<file path="src/rtl/int8_vec_packer_pkg.sv">
// ---------------------------------------------------------------------------
// int8_pkg
// The int8 vector layout and quantiser constants, kept in one place. The
// packer and the MAC array both import this package, so they always agree
// on the layout.
//   IN_W      signed activation width
//   N_ELEM    elements per packed vector
//   VEC_W     packed vector width: byte 0 is the scale, bytes 1..N_ELEM are the elements
//   SCALE_MAX largest power-of-two shift a 16-bit input can need
//   Q_MAX/Q_MIN symmetric int8 clamp range (-128 is never produced)
// ---------------------------------------------------------------------------
package int8_pkg;

    localparam int IN_W      = 16;
    localparam int N_ELEM    = 32;
    localparam int VEC_W     = (N_ELEM + 1) * 8;
    localparam int MAG_W     = IN_W + 1;   // |-32768| needs 17 bits
    localparam int CNT_W     = $clog2(N_ELEM);
    localparam int SCALE_MAX = 9;
    localparam int SCALE_W   = 4;
    localparam int Q_MAX     = 127;
    localparam int Q_MIN     = -127;

    typedef enum logic [1:0] {
        FILL,
        SCALE,
        EMIT
    } state_t;

    // Returns the smallest shift s in 0..SCALE_MAX with (mag >> s) <= Q_MAX.
    // The loop runs downward, so the last shift that qualifies is the smallest one.
    function automatic logic [SCALE_W-1:0] pick_scale(input logic [MAG_W-1:0] mag);
        pick_scale = SCALE_W'(SCALE_MAX);
        for (int s = SCALE_MAX; s >= 0; s--) begin
            if ((mag >> s) <= MAG_W'(Q_MAX))
                pick_scale = SCALE_W'(s);
        end
    endfunction

endpackage

</file>
<file path="src/rtl/int8_vec_packer_if.sv">
// ---------------------------------------------------------------------------
// int8_vec_packer_if
// The handshake signals of the packer, grouped in one bundle.
//   in_valid/in_ready/in_data/in_last : activation stream into the packer
//   out_valid/out_ready/out_vec/out_sat : packed vector stream to the MAC array
// Modports:
//   master : the packer itself. It drives in_ready and the whole output stream.
//   slave  : the environment, meaning the upstream producer and the downstream consumer.
// ---------------------------------------------------------------------------
interface int8_vec_packer_if;
    import int8_pkg::*;

    logic                   in_valid;
    logic                   in_ready;
    logic signed [IN_W-1:0] in_data;
    logic                   in_last;
    logic                   out_valid;
    logic                   out_ready;
    logic [VEC_W-1:0]       out_vec;
    logic                   out_sat;

    modport master (
        input  in_valid, in_data, in_last, out_ready,
        output in_ready, out_valid, out_vec, out_sat
    );

    modport slave (
        output in_valid, in_data, in_last, out_ready,
        input  in_ready, out_valid, out_vec, out_sat
    );

endinterface

</file>
<file path="src/rtl/int8_quant_lane.sv">
// ---------------------------------------------------------------------------
// int8_quant_lane
// Combinational quantiser for one element. It shifts right arithmetically
// by the block scale, optionally rounds, and clamps to [Q_MIN, Q_MAX].
//   x     signed IN_W-bit element
//   s     block scale (shift amount)
//   q     int8 result, two's complement
//   sat   high when the clamp changed the value
// Build option: with INT8_PACK_ROUND_EN defined, the lane adds half an LSB
// of the result before the shift (round to nearest). Without it, the shift
// truncates toward minus infinity.
// ---------------------------------------------------------------------------
module int8_quant_lane
    import int8_pkg::*;
(
    input  logic signed [IN_W-1:0]    x,
    input  logic        [SCALE_W-1:0] s,
    output logic        [7:0]         q,
    output logic                      sat
);

    // 18 bits hold the largest input plus the largest rounding bias.
    logic signed [IN_W+1:0] x_ext;
    logic signed [IN_W+1:0] shifted;

    assign x_ext = {{2{x[IN_W-1]}}, x};

`ifdef INT8_PACK_ROUND_EN
    logic signed [IN_W+1:0] bias;
    assign bias    = (s == '0) ? '0 : (18'sd1 <<< (s - 1'b1));
    assign shifted = (x_ext + bias) >>> s;
`else
    assign shifted = x_ext >>> s;
`endif

    // NOTE: give every always_comb output a default first, so that no path leaves it unassigned and a latch is inferred.
    always_comb begin
        q   = shifted[7:0];
        sat = 1'b0;
        if (shifted > 18'(Q_MAX)) begin
            q   = 8'(Q_MAX);
            sat = 1'b1;
        end else if (shifted < 18'(Q_MIN)) begin
            q   = 8'(Q_MIN);
            sat = 1'b1;
        end
    end

endmodule

</file>
<file path="src/rtl/int8_vec_packer.sv">
// ---------------------------------------------------------------------------
// int8_vec_packer
// Collects signed 16-bit activations into blocks of N_ELEM. It finds one
// power-of-two scale per block, quantises every element to int8, and emits a
// packed vector: byte 0 holds the scale and byte k+1 holds element k.
//   clk    rising-edge clock
//   rst_n  synchronous, active-low reset
//   bus    int8_vec_packer_if.master (input stream, in_last ends a short block;
//          output stream carries out_vec and the per-vector out_sat flag)
// Build option: INT8_PACK_ROUND_EN switches the lanes to round-to-nearest.
// The ports and the latency stay the same in both builds.
// Flow: FILL accepts elements. SCALE registers the quantised vector in one
// cycle. EMIT holds the vector until out_ready. A short block is zero-padded,
// because the buffer is cleared after every vector it sends.
// ---------------------------------------------------------------------------
module int8_vec_packer
    import int8_pkg::*;
(
    input  logic                 clk,
    input  logic                 rst_n,
    int8_vec_packer_if.master    bus
);

    state_t                 state;
    logic [CNT_W-1:0]       cnt;
    logic [MAG_W-1:0]       max_abs;
    logic signed [IN_W-1:0] elem_buf [N_ELEM];

    logic [MAG_W-1:0]       in_ext;
    logic [MAG_W-1:0]       in_mag;
    logic [SCALE_W-1:0]     scale;
    logic [7:0]             q [N_ELEM];
    logic [N_ELEM-1:0]      lane_sat;
    logic [VEC_W-1:0]       vec_next;

    // Take the magnitude at 17 bits, so that -32768 gives +32768 instead of wrapping.
    assign in_ext = {bus.in_data[IN_W-1], bus.in_data};
    assign in_mag = bus.in_data[IN_W-1] ? (~in_ext + 1'b1) : in_ext;

    assign scale = pick_scale(max_abs);

    for (genvar k = 0; k < N_ELEM; k++) begin : g_lane
        int8_quant_lane u_lane (
            .x   (elem_buf[k]),
            .s   (scale),
            .q   (q[k]),
            .sat (lane_sat[k])
        );
    end

    always_comb begin
        vec_next      = '0;
        vec_next[7:0] = {{(8-SCALE_W){1'b0}}, scale};
        for (int k = 0; k < N_ELEM; k++)
            vec_next[(k+1)*8 +: 8] = q[k];
    end

    // NOTE: sequential state uses non-blocking assignments only, so every register samples values from before the edge.
    always_ff @(posedge clk) begin
        if (!rst_n) begin
            state         <= FILL;
            cnt           <= '0;
            max_abs       <= '0;
            bus.in_ready  <= 1'b1;
            bus.out_valid <= 1'b0;
            bus.out_vec   <= '0;
            bus.out_sat   <= 1'b0;
            // NOTE: the buffer is cleared on reset because it supplies the zero padding of short blocks; it is a register bank, not a RAM.
            for (int k = 0; k < N_ELEM; k++)
                elem_buf[k] <= '0;
        end else begin
            case (state)
                FILL: begin
                    if (bus.in_valid) begin
                        elem_buf[cnt] <= bus.in_data;
                        if (in_mag > max_abs)
                            max_abs <= in_mag;
                        cnt <= cnt + 1'b1;
                        if (cnt == CNT_W'(N_ELEM - 1) || bus.in_last) begin
                            state        <= SCALE;
                            bus.in_ready <= 1'b0;
                        end
                    end
                end
                SCALE: begin
                    bus.out_vec   <= vec_next;
                    bus.out_sat   <= |lane_sat;
                    bus.out_valid <= 1'b1;
                    state         <= EMIT;
                end
                EMIT: begin
                    if (bus.out_ready) begin
                        bus.out_valid <= 1'b0;
                        bus.in_ready  <= 1'b1;
                        cnt           <= '0;
                        max_abs       <= '0;
                        for (int k = 0; k < N_ELEM; k++)
                            elem_buf[k] <= '0;
                        state <= FILL;
                    end
                end
                default: state <= FILL;
            endcase
        end
    end

endmodule

</file>
<file path="src/flat_wrapper.sv">
// flat-port wrapper written by rule: the top's interface ports become plain ports
module int8_vec_packer_flat import int8_pkg::*;
  (clk, rst_n, bus_in_valid, bus_in_data, bus_in_last, bus_out_ready, bus_in_ready, bus_out_valid, bus_out_vec, bus_out_sat);
  int8_vec_packer_if bus_i ();
  input  logic clk;
  input  logic rst_n;
  input wire logic [$bits(bus_i.in_valid)-1:0] bus_in_valid;
  input wire logic [$bits(bus_i.in_data)-1:0] bus_in_data;
  input wire logic [$bits(bus_i.in_last)-1:0] bus_in_last;
  input wire logic [$bits(bus_i.out_ready)-1:0] bus_out_ready;
  output wire logic [$bits(bus_i.in_ready)-1:0] bus_in_ready;
  output wire logic [$bits(bus_i.out_valid)-1:0] bus_out_valid;
  output wire logic [$bits(bus_i.out_vec)-1:0] bus_out_vec;
  output wire logic [$bits(bus_i.out_sat)-1:0] bus_out_sat;
  assign bus_i.in_valid = bus_in_valid;
  assign bus_i.in_data = bus_in_data;
  assign bus_i.in_last = bus_in_last;
  assign bus_i.out_ready = bus_out_ready;
  assign bus_in_ready = bus_i.in_ready;
  assign bus_out_valid = bus_i.out_valid;
  assign bus_out_vec = bus_i.out_vec;
  assign bus_out_sat = bus_i.out_sat;
  int8_vec_packer u_core (.clk(clk), .rst_n(rst_n), .bus(bus_i));
endmodule
</file>
<file path="config.mk">
export PLATFORM = sky130hd
export DESIGN_NAME = int8_vec_packer_flat
export DESIGN_NICKNAME = d
export VERILOG_FILES = /design/src/rtl/int8_vec_packer_pkg.sv /design/src/rtl/int8_vec_packer_if.sv /design/src/rtl/int8_quant_lane.sv /design/src/rtl/int8_vec_packer.sv /design/src/flat_wrapper.sv
export SDC_FILE = /design/constraint.sdc
export NUM_CORES = 2
export LEC_CHECK = 0
export ABC_AREA = 1
export CORE_UTILIZATION = 37
export CTS_CLUSTER_DIAMETER = 30
export CTS_CLUSTER_SIZE = 10
export DETAILED_ROUTE_END_ITERATION = 16
export SETUP_SLACK_MARGIN = 0.3
export SYNTH_ARGS = -nofsm -noshare
export SYNTH_HDL_FRONTEND = slang
export SYNTH_SLANG_ARGS = --single-unit
</file>
<file path="constraint.sdc">
create_clock -name clk -period 5.9 [get_ports clk]
set_input_delay 0.885 -clock clk [delete_from_list [all_inputs] [get_ports clk]]
set_output_delay 0.885 -clock clk [all_outputs]
set_load 0.02 [all_outputs]
</file>
Word level (Yosys, flattened, before mapping)

Memory sizes are Yosys's and may differ from the RTL's.
Index checks and enable logic that the tools add are counted.

Bits in registers: 287
Bits in writable memories: 512
Bits of input ports: 21
Output and inout port bits: 267
Word-level logic and storage cells: 366
Memories: 1

Memories:

| memory          | words | width | rd ports | clocked after memory_dff | wr ports | line                  | text |
|---|---|---|---|---|---|---|---|
| u_core.elem_buf | 32    | 16    | 32       | 0                        | 32       | int8_vec_packer.sv:27 | `logic signed [IN_W-1:0] elem_buf [N_ELEM];` |

$add $sub $neg: 2
Order comparisons: 74
Equality and inequality tests: 7
Shift-type cells: 32
Multiplexer cells: 199
Bitwise operators: 33
Reduce and logical (&&, ||, !) cells: 11

Operator list:

| cell                    | number |
|---|---|
| $gt A18 B8 Y1 const B   | 32 |
| $lt A18 B8 Y1 const B   | 32 |
| $sshr A16 B4 Y18        | 32 |
| $mux W16                | 33 |
| $mux W8                 | 64 |
| $mux W1                 | 79 |
| $mux W17                | 4 |
| $pmux W17 S2            | 1 |
| $mux W4                 | 8 |
| $or A1 B1 Y1            | 32 |
| $reduce_or A32 Y1       | 1 |
| $add A17 B1 Y17 const B | 1 |
| $gt A17 B17 Y1          | 1 |
| $le A17 B7 Y1 const B   | 1 |
| $not A17 Y17            | 1 |
| $le A16 B7 Y1 const B   | 1 |
| $reduce_or A16 Y1       | 1 |
| $le A15 B7 Y1 const B   | 1 |
| $mux W5                 | 3 |
| $le A14 B7 Y1 const B   | 1 |
| $le A13 B7 Y1 const B   | 1 |
| $le A12 B7 Y1 const B   | 1 |
| $le A11 B7 Y1 const B   | 1 |
| $le A10 B7 Y1 const B   | 1 |
| 17 further kinds        | 25 |

Longest topological paths before layout

Depth in word-level cells: 15
Depth in mapped cells: 29
Mapped depth without buffers: 27

Hierarchy

From an unflattened synthesis, not the netlist that was laid out.

Cell total of the unflattened synthesis: 8737
Area, all modules: 58896.5 um^2

By module, submodules not included:

| module          | times used | cells each | area an instance (um^2) | seq. area each (um^2) |
|---|---|---|---|---|
| int8_vec_packer | 1          | 2689       | 29468.3                 | 21120.3 |
| int8_quant_lane | 32         | 189        | 919.6                   | 0.0 |

Worst setup path after synthesis

OpenSTA, ideal clock, no wires.

Kind: input to register
From: in bus_in_data[0]
To: reg u_core.max_abs[10]
Setup time: 0.086 ns
Arrival: 3.961 ns
Data required time: 5.814 ns
Path slack: 1.853 ns
Stages on the path: 20
Buffers on the path: 2
Path through: clkinv_1 -> clkbuf_1 -> ha_1 -> inv_1 -> nor4_1 -> inv_1 -> o31ai_1 -> o21ai_0 -> xor2_1 -> ha_1 -> a21oi_1 -> o21ai_0 -> o21ai_0 -> o211ai_1 -> o41ai_1 -> nand2_1 -> nand2_1 -> buf_1 -> a21oi_1 -> a211oi_1

Word-level cells in the longest chain between the ends: 6
Elaborated cells between the ends (all ways): 9
Those cells by class: add/sub: 1; order compare: 1; eq/ne: 1; mux: 4; bitwise: 1; reduce/logical: 1

RTL lines:

| what                                                               | line                  | text |
|---|---|---|
| from (decl)                                                        | flat_wrapper.sv:8     | `input wire logic [$bits(bus_i.in_data)-1:0] bus_in_data;` |
| $not A17 Y17                                                       | int8_vec_packer.sv:38 | `assign in_mag = bus.in_data[IN_W-1] ? (~in_ext + 1'b1) : in_ext;` |
| $add A17 B1 Y17                                                    | int8_vec_packer.sv:38 |  |
| $mux W17 *                                                         | int8_vec_packer.sv:38 |  |
| $gt A17 B17 Y1 or $mux W17 (tied branches)                         | int8_vec_packer.sv:76 | `if (in_mag > max_abs)` |
| $ne A2 B1 Y1 (no source line) or $mux W17 (tied branches)          | --                    |  |
| $reduce_and A4 Y1 (no source line) or $pmux W17 S2 (tied branches) | --                    |  |
| to (signal assigned)                                               | int8_vec_packer.sv:77 | `max_abs <= in_mag;` |
| to (decl)                                                          | int8_vec_packer.sv:26 | `logic [MAG_W-1:0] max_abs;` |

Mark *: on every way between the ends. The rest lies on a longest branch, timed or not. The select of a mux whose other input is x is not followed.
A chain may end at the register's enable or synchronous reset.

Worst setup path after layout

From: reg u_core.max_abs[16]
To: reg u_core.bus.out_sat

Word-level cells in the longest chain between the ends: 15
Elaborated cells between the ends (all ways): 179
Those cells by class: order compare: 73; shift: 32; mux: 73; reduce/logical: 1

RTL lines:

| what                 | line                      | text |
|---|---|---|
| $le A9 B7 Y1         | int8_vec_packer_pkg.sv:35 | `if ((mag >> s) <= MAG_W'(Q_MAX))` |
| $mux W1              | int8_vec_packer_pkg.sv:35 |  |
| $mux W4 (7 in a row) | int8_vec_packer_pkg.sv:35 |  |
| $mux W4 *            | int8_vec_packer_pkg.sv:35 |  |
| $sshr A16 B4 Y18     | int8_quant_lane.sv:33     | `assign shifted = x_ext >>> s;` |
| $lt A18 B8 Y1        | int8_quant_lane.sv:43     | `end else if (shifted < 18'(Q_MIN)) begin` |
| $mux W1              | int8_quant_lane.sv:43     |  |
| $mux W1              | int8_quant_lane.sv:40     | `if (shifted > 18'(Q_MAX)) begin` |
| $reduce_or A32 Y1 *  | int8_vec_packer.sv:87     | `bus.out_sat <= \|lane_sat;` |
| to (signal assigned) | int8_vec_packer.sv:87     |  |
| to (decl)            | int8_vec_packer_if.sv:24  | `output in_ready, out_valid, out_vec, out_sat` |

Mark *: on every way between the ends. The rest lies on a longest branch, timed or not.

==> summary.md <==
| Metric | Value |
|---|---|
| Synth area leaders | `edfxtp_1, nand2_1, nand3_1` |
| Crit path launch type | `flip-flop` |
| Post-synthesis compound-gate area fraction | `0.0820` |
| Die width | `385 µm` |
| Crit path max-delay cell type | `buf_4` |
| Global-route wire length before repair | `319,000 µm` |
| Area of the multi-input gates | `28,800 µm²` |
| Largest family of logic cells by synthesized area | `simple AND/OR/NAND/NOR gates` |
| WL final | `214,000 µm` |
| H-tree depth | `4` |
| Setup CP Type | `flip-flop to flip-flop` |
| Pleak | `28.6 nW` |
| Resize count post-CTS | `0` |
| Total Nets Final | `8,493` |
| CTS tree | `done` |
| Synth warn | `0` |
| Psw | `12.6 mW` |
| PortBufs | `283` |
| Area of the mapped netlist | `54,300 µm²` |
| Crit Path Max Fanout | `61` |
| WL met1 | `97,100 µm` |
| RePlAce Congestion | `0.933` |
| I/O Pins | `288` |
| Setup_tns | `0 ps` |
| First-pass DRT Iterations | `8` |
| Cell with the most instances after synthesis | `nand2_1` |
| Clk_skew | `33.9 ps` |
| Final hold vios | `0` |
| Power Density | `459 nW/µm²` |
| Clock sink total | `799` |
| Vias in the first global route | `51.3k` |
| Min-Delay Path Class | `flip-flop to flip-flop` |
| Area growth syn-to-layout | `19.2%` |
| Register area share after synthesis | `0.389` |
| Synth Area in XOR/XNOR | `0.00210` |
| Clock group share of total power | `0.358` |
| Crit path largest cell delay | `650 ps` |
| Cell taking the most area after synthesis | `edfxtp_1` |
| Critical Path RT | `6600 ps` |
| RSZ-0062 raised after global routing | `false` |
| Crit path DAT | `5550 ps` |
| Reg area | `21,100 µm²` |
| Sw frac | `0.426` |
| Vias/cell | `5.53` |
| Crit path cell chain | `inv_2, nand2_1, nor2_4, o21ai_1, a21oi_4, buf_4, buf_4, nand3_1, nand2_1, nor2_1, nor2_1, nand3_1, a21oi_1, nand2_1, nand2_1, nand2_1, nor2_1, nand2_1, nor2_1, nand3_1, nand2_1, inv_1` |
| Final cycle utilization of the critical path | `0.822` |
| CTS Hold Buffers Added | `0` |
| Initial Utilization | `0.373` |
| Core Box Area | `146,000 µm²` |
| Post-synth EDFFs | `512` |
| Relative slew margins | `0.230` |
| Worst VDD drop | `0.354 mV` |
| Setup Buffers After CTS | `0` |
| Yosys cell types | `42` |
| FMAX | `206 MHz` |
| Largest net degree at the start of global routing | `164` |
| Row count | `140` |
| Post-Place Setup Slack | `941 ps` |
| Worst skew pair latency | `820 ps` |
| Part of the power in registers | `0.216` |
| Top cell type's share of synthesized area | `0.283` |
| CTS root buf | `clkbuf_16` |
| Logic pwr share | `0.426` |
| Vias | `58.2k` |
| Die ar. | `148,000 µm²` |
| Post-layout min period | `4850 ps` |
| Post-DRT Antenna Nets | `0` |
| Final hold slack | `459 ps` |
| Synth Area in Simple Gates | `0.439` |
| Highest metal used | `met5` |
| Fillers | `15.0k` |
| HPWL after DPL | `139,000 µm` |
| Worst-Margin Slew | `1160 ps` |
| Worst-path clk slew | `40 ps` |
| Fin cells | `10.5k` |
| Longest Clk Path Bufs | `3` |
| Synthesized instance count | `8,451` |
| Top FF cell, synth | `edfxtp_1` |
| CP most frequent cell | `nand2_1` |
| Outcome | `complete, no violations` |
| GRT Overall Usage | `0.282` |
| Synthesized flop and latch total | `799` |
| Avg Synthesized Cell Area | `6.42 µm²` |
| CP Capture Type | `flip-flop` |
| Final setup margin | `1050 ps` |
| Mux cell area share after synthesis | `0` |
| Final number of setup-violating endpoints | `0` |
| Cell Int Power | `17.0 mW` |
| DRC Markers | `0` |
| DR WL/cell | `20.3 µm` |
| DR iter-0 viols | `7,122` |
| Share of post-route cells with drive strength above 1 | `0.0530` |
| Total grt overflow | `0` |
| Async S/R FF share, synth | `0` |
| Die height | `385 µm` |
| Synth Area in Adders | `0.00530` |
| Initial antenna violation count | `5` |
| Commonest cells in the netlist | `nand2_1, nand3_1, nor2_1, edfxtp_1, inv_1` |
| Slew Limit Fails | `0` |
| Dpl cells | `10.2k` |
| DR WL met3 | `25,700 µm` |
| DR WL met2 | `85,300 µm` |
| MaxCap Viol Count | `0` |
| Total CTS buffers | `185` |
-- per-stage QoR --
| stage | util | power [mW] | cell area (µm²) |
|---|---|---|---|
| 5_1_grt | 0.444 | 31.5 | 64700 |
| 2_1_floorplan | - | 15.8 | 54300 |
| 6_report | 0.444 | 29.7 | 64700 |
| 3_5_place_dp | 0.399 | 18.8 | 58100 |
| 3_3_place_gp | 0.399 | 18.7 | 58100 |
| 4_1_cts | 0.444 | 29.4 | 64700 |
-- cells in the final DEF, fill, tap and decap left out, drive strengths merged, types with 4 or more instances in the layout --
cell type,n
nand4,38
clkbuf,242
o211ai,75
edfxtp,512
a21oi,343
clkinvlp,12
inv,516
nand3b,25
o21ai,342
a41oi,14
ha,23
buf,95
nand3,1646
conb,5
nand2,2929
clkdlybuf4s50,282
xor2,13
and2,7
nor2,1039
clkinv,71
nor3,25
a211oi,17
a31oi,11
a31o,4
dfxtp,287
bufinv,20
-- worst max-delay path, delay by kind of cell, from the launching register on --
kind / cells / cell delay (ps)
AND/OR/NAND/NOR: 15 / 2250
buffers and inverters: 4 / 1350
AO/OA/AOI/OAI: 3 / 680
flip-flops: 1 / 320
-- per-layer routing --
metal  vias to the layer above  GRT usage
met5                         -    0.00650
met4                         6     0.0845
met3                       344     0.0773
met2                      2961      0.393
met1                     27000      0.416
li1                      27900          -
-- final timing paths --
check | from | end | slack [ps] | cells past startpoint
max | u_core.max_abs[16] | u_core.bus.out_sat | 1050 | 22
min | u_core.bus.out_valid | u_core.bus.out_valid | 460 | 2
max reg2reg | u_core.max_abs[16] | u_core.bus.out_sat | 1050 | 22
min reg2reg | u_core.bus.out_valid | u_core.bus.out_valid | 460 | 2
-- cells by family after synthesis --
family,count (synthesis)
simple gates,5715
buf+inv,1083
compound gates,817
flops,799
fa+ha+maj,23
xor+xnor,13
other cells,1
-- power by group through the flow --
stage | logic, mW | registers [mW] | clock network [mW]
4_1_cts | 12.3 | 6.39 | 10.7
6_report | 12.6 | 6.40 | 10.6
2_1_floorplan | 9.21 | 6.54 | 0
3_5_place_dp | 12.3 | 6.49 | 0
5_1_grt | 14.1 | 6.42 | 11.0
3_3_place_gp | 12.2 | 6.48 | 0
-- sequential cells by signal, indices dropped and copies added, names as in the netlist --
register / count
u_core.elem_buf: 512
u_core.bus.out_vec: 260
u_core.bus.out_sat: 1
u_core.bus.out_valid: 1
u_core.bus.in_ready: 1
u_core.state: 2
u_core.max_abs: 17
u_core.cnt: 5
-- layout make-up --
cell class,instances,share of cell area
sequential,799,0.327
clock buffer,242,0.0823
tap,1917,0.0371
timing repair buffer,377,0.0593
inverter,513,0.0304
clock inverter,106,0.0195
antenna,1,0.0000387
multi-input combinational,6573,0.445
No activity file was read; power rests on OpenSTA's default activity.
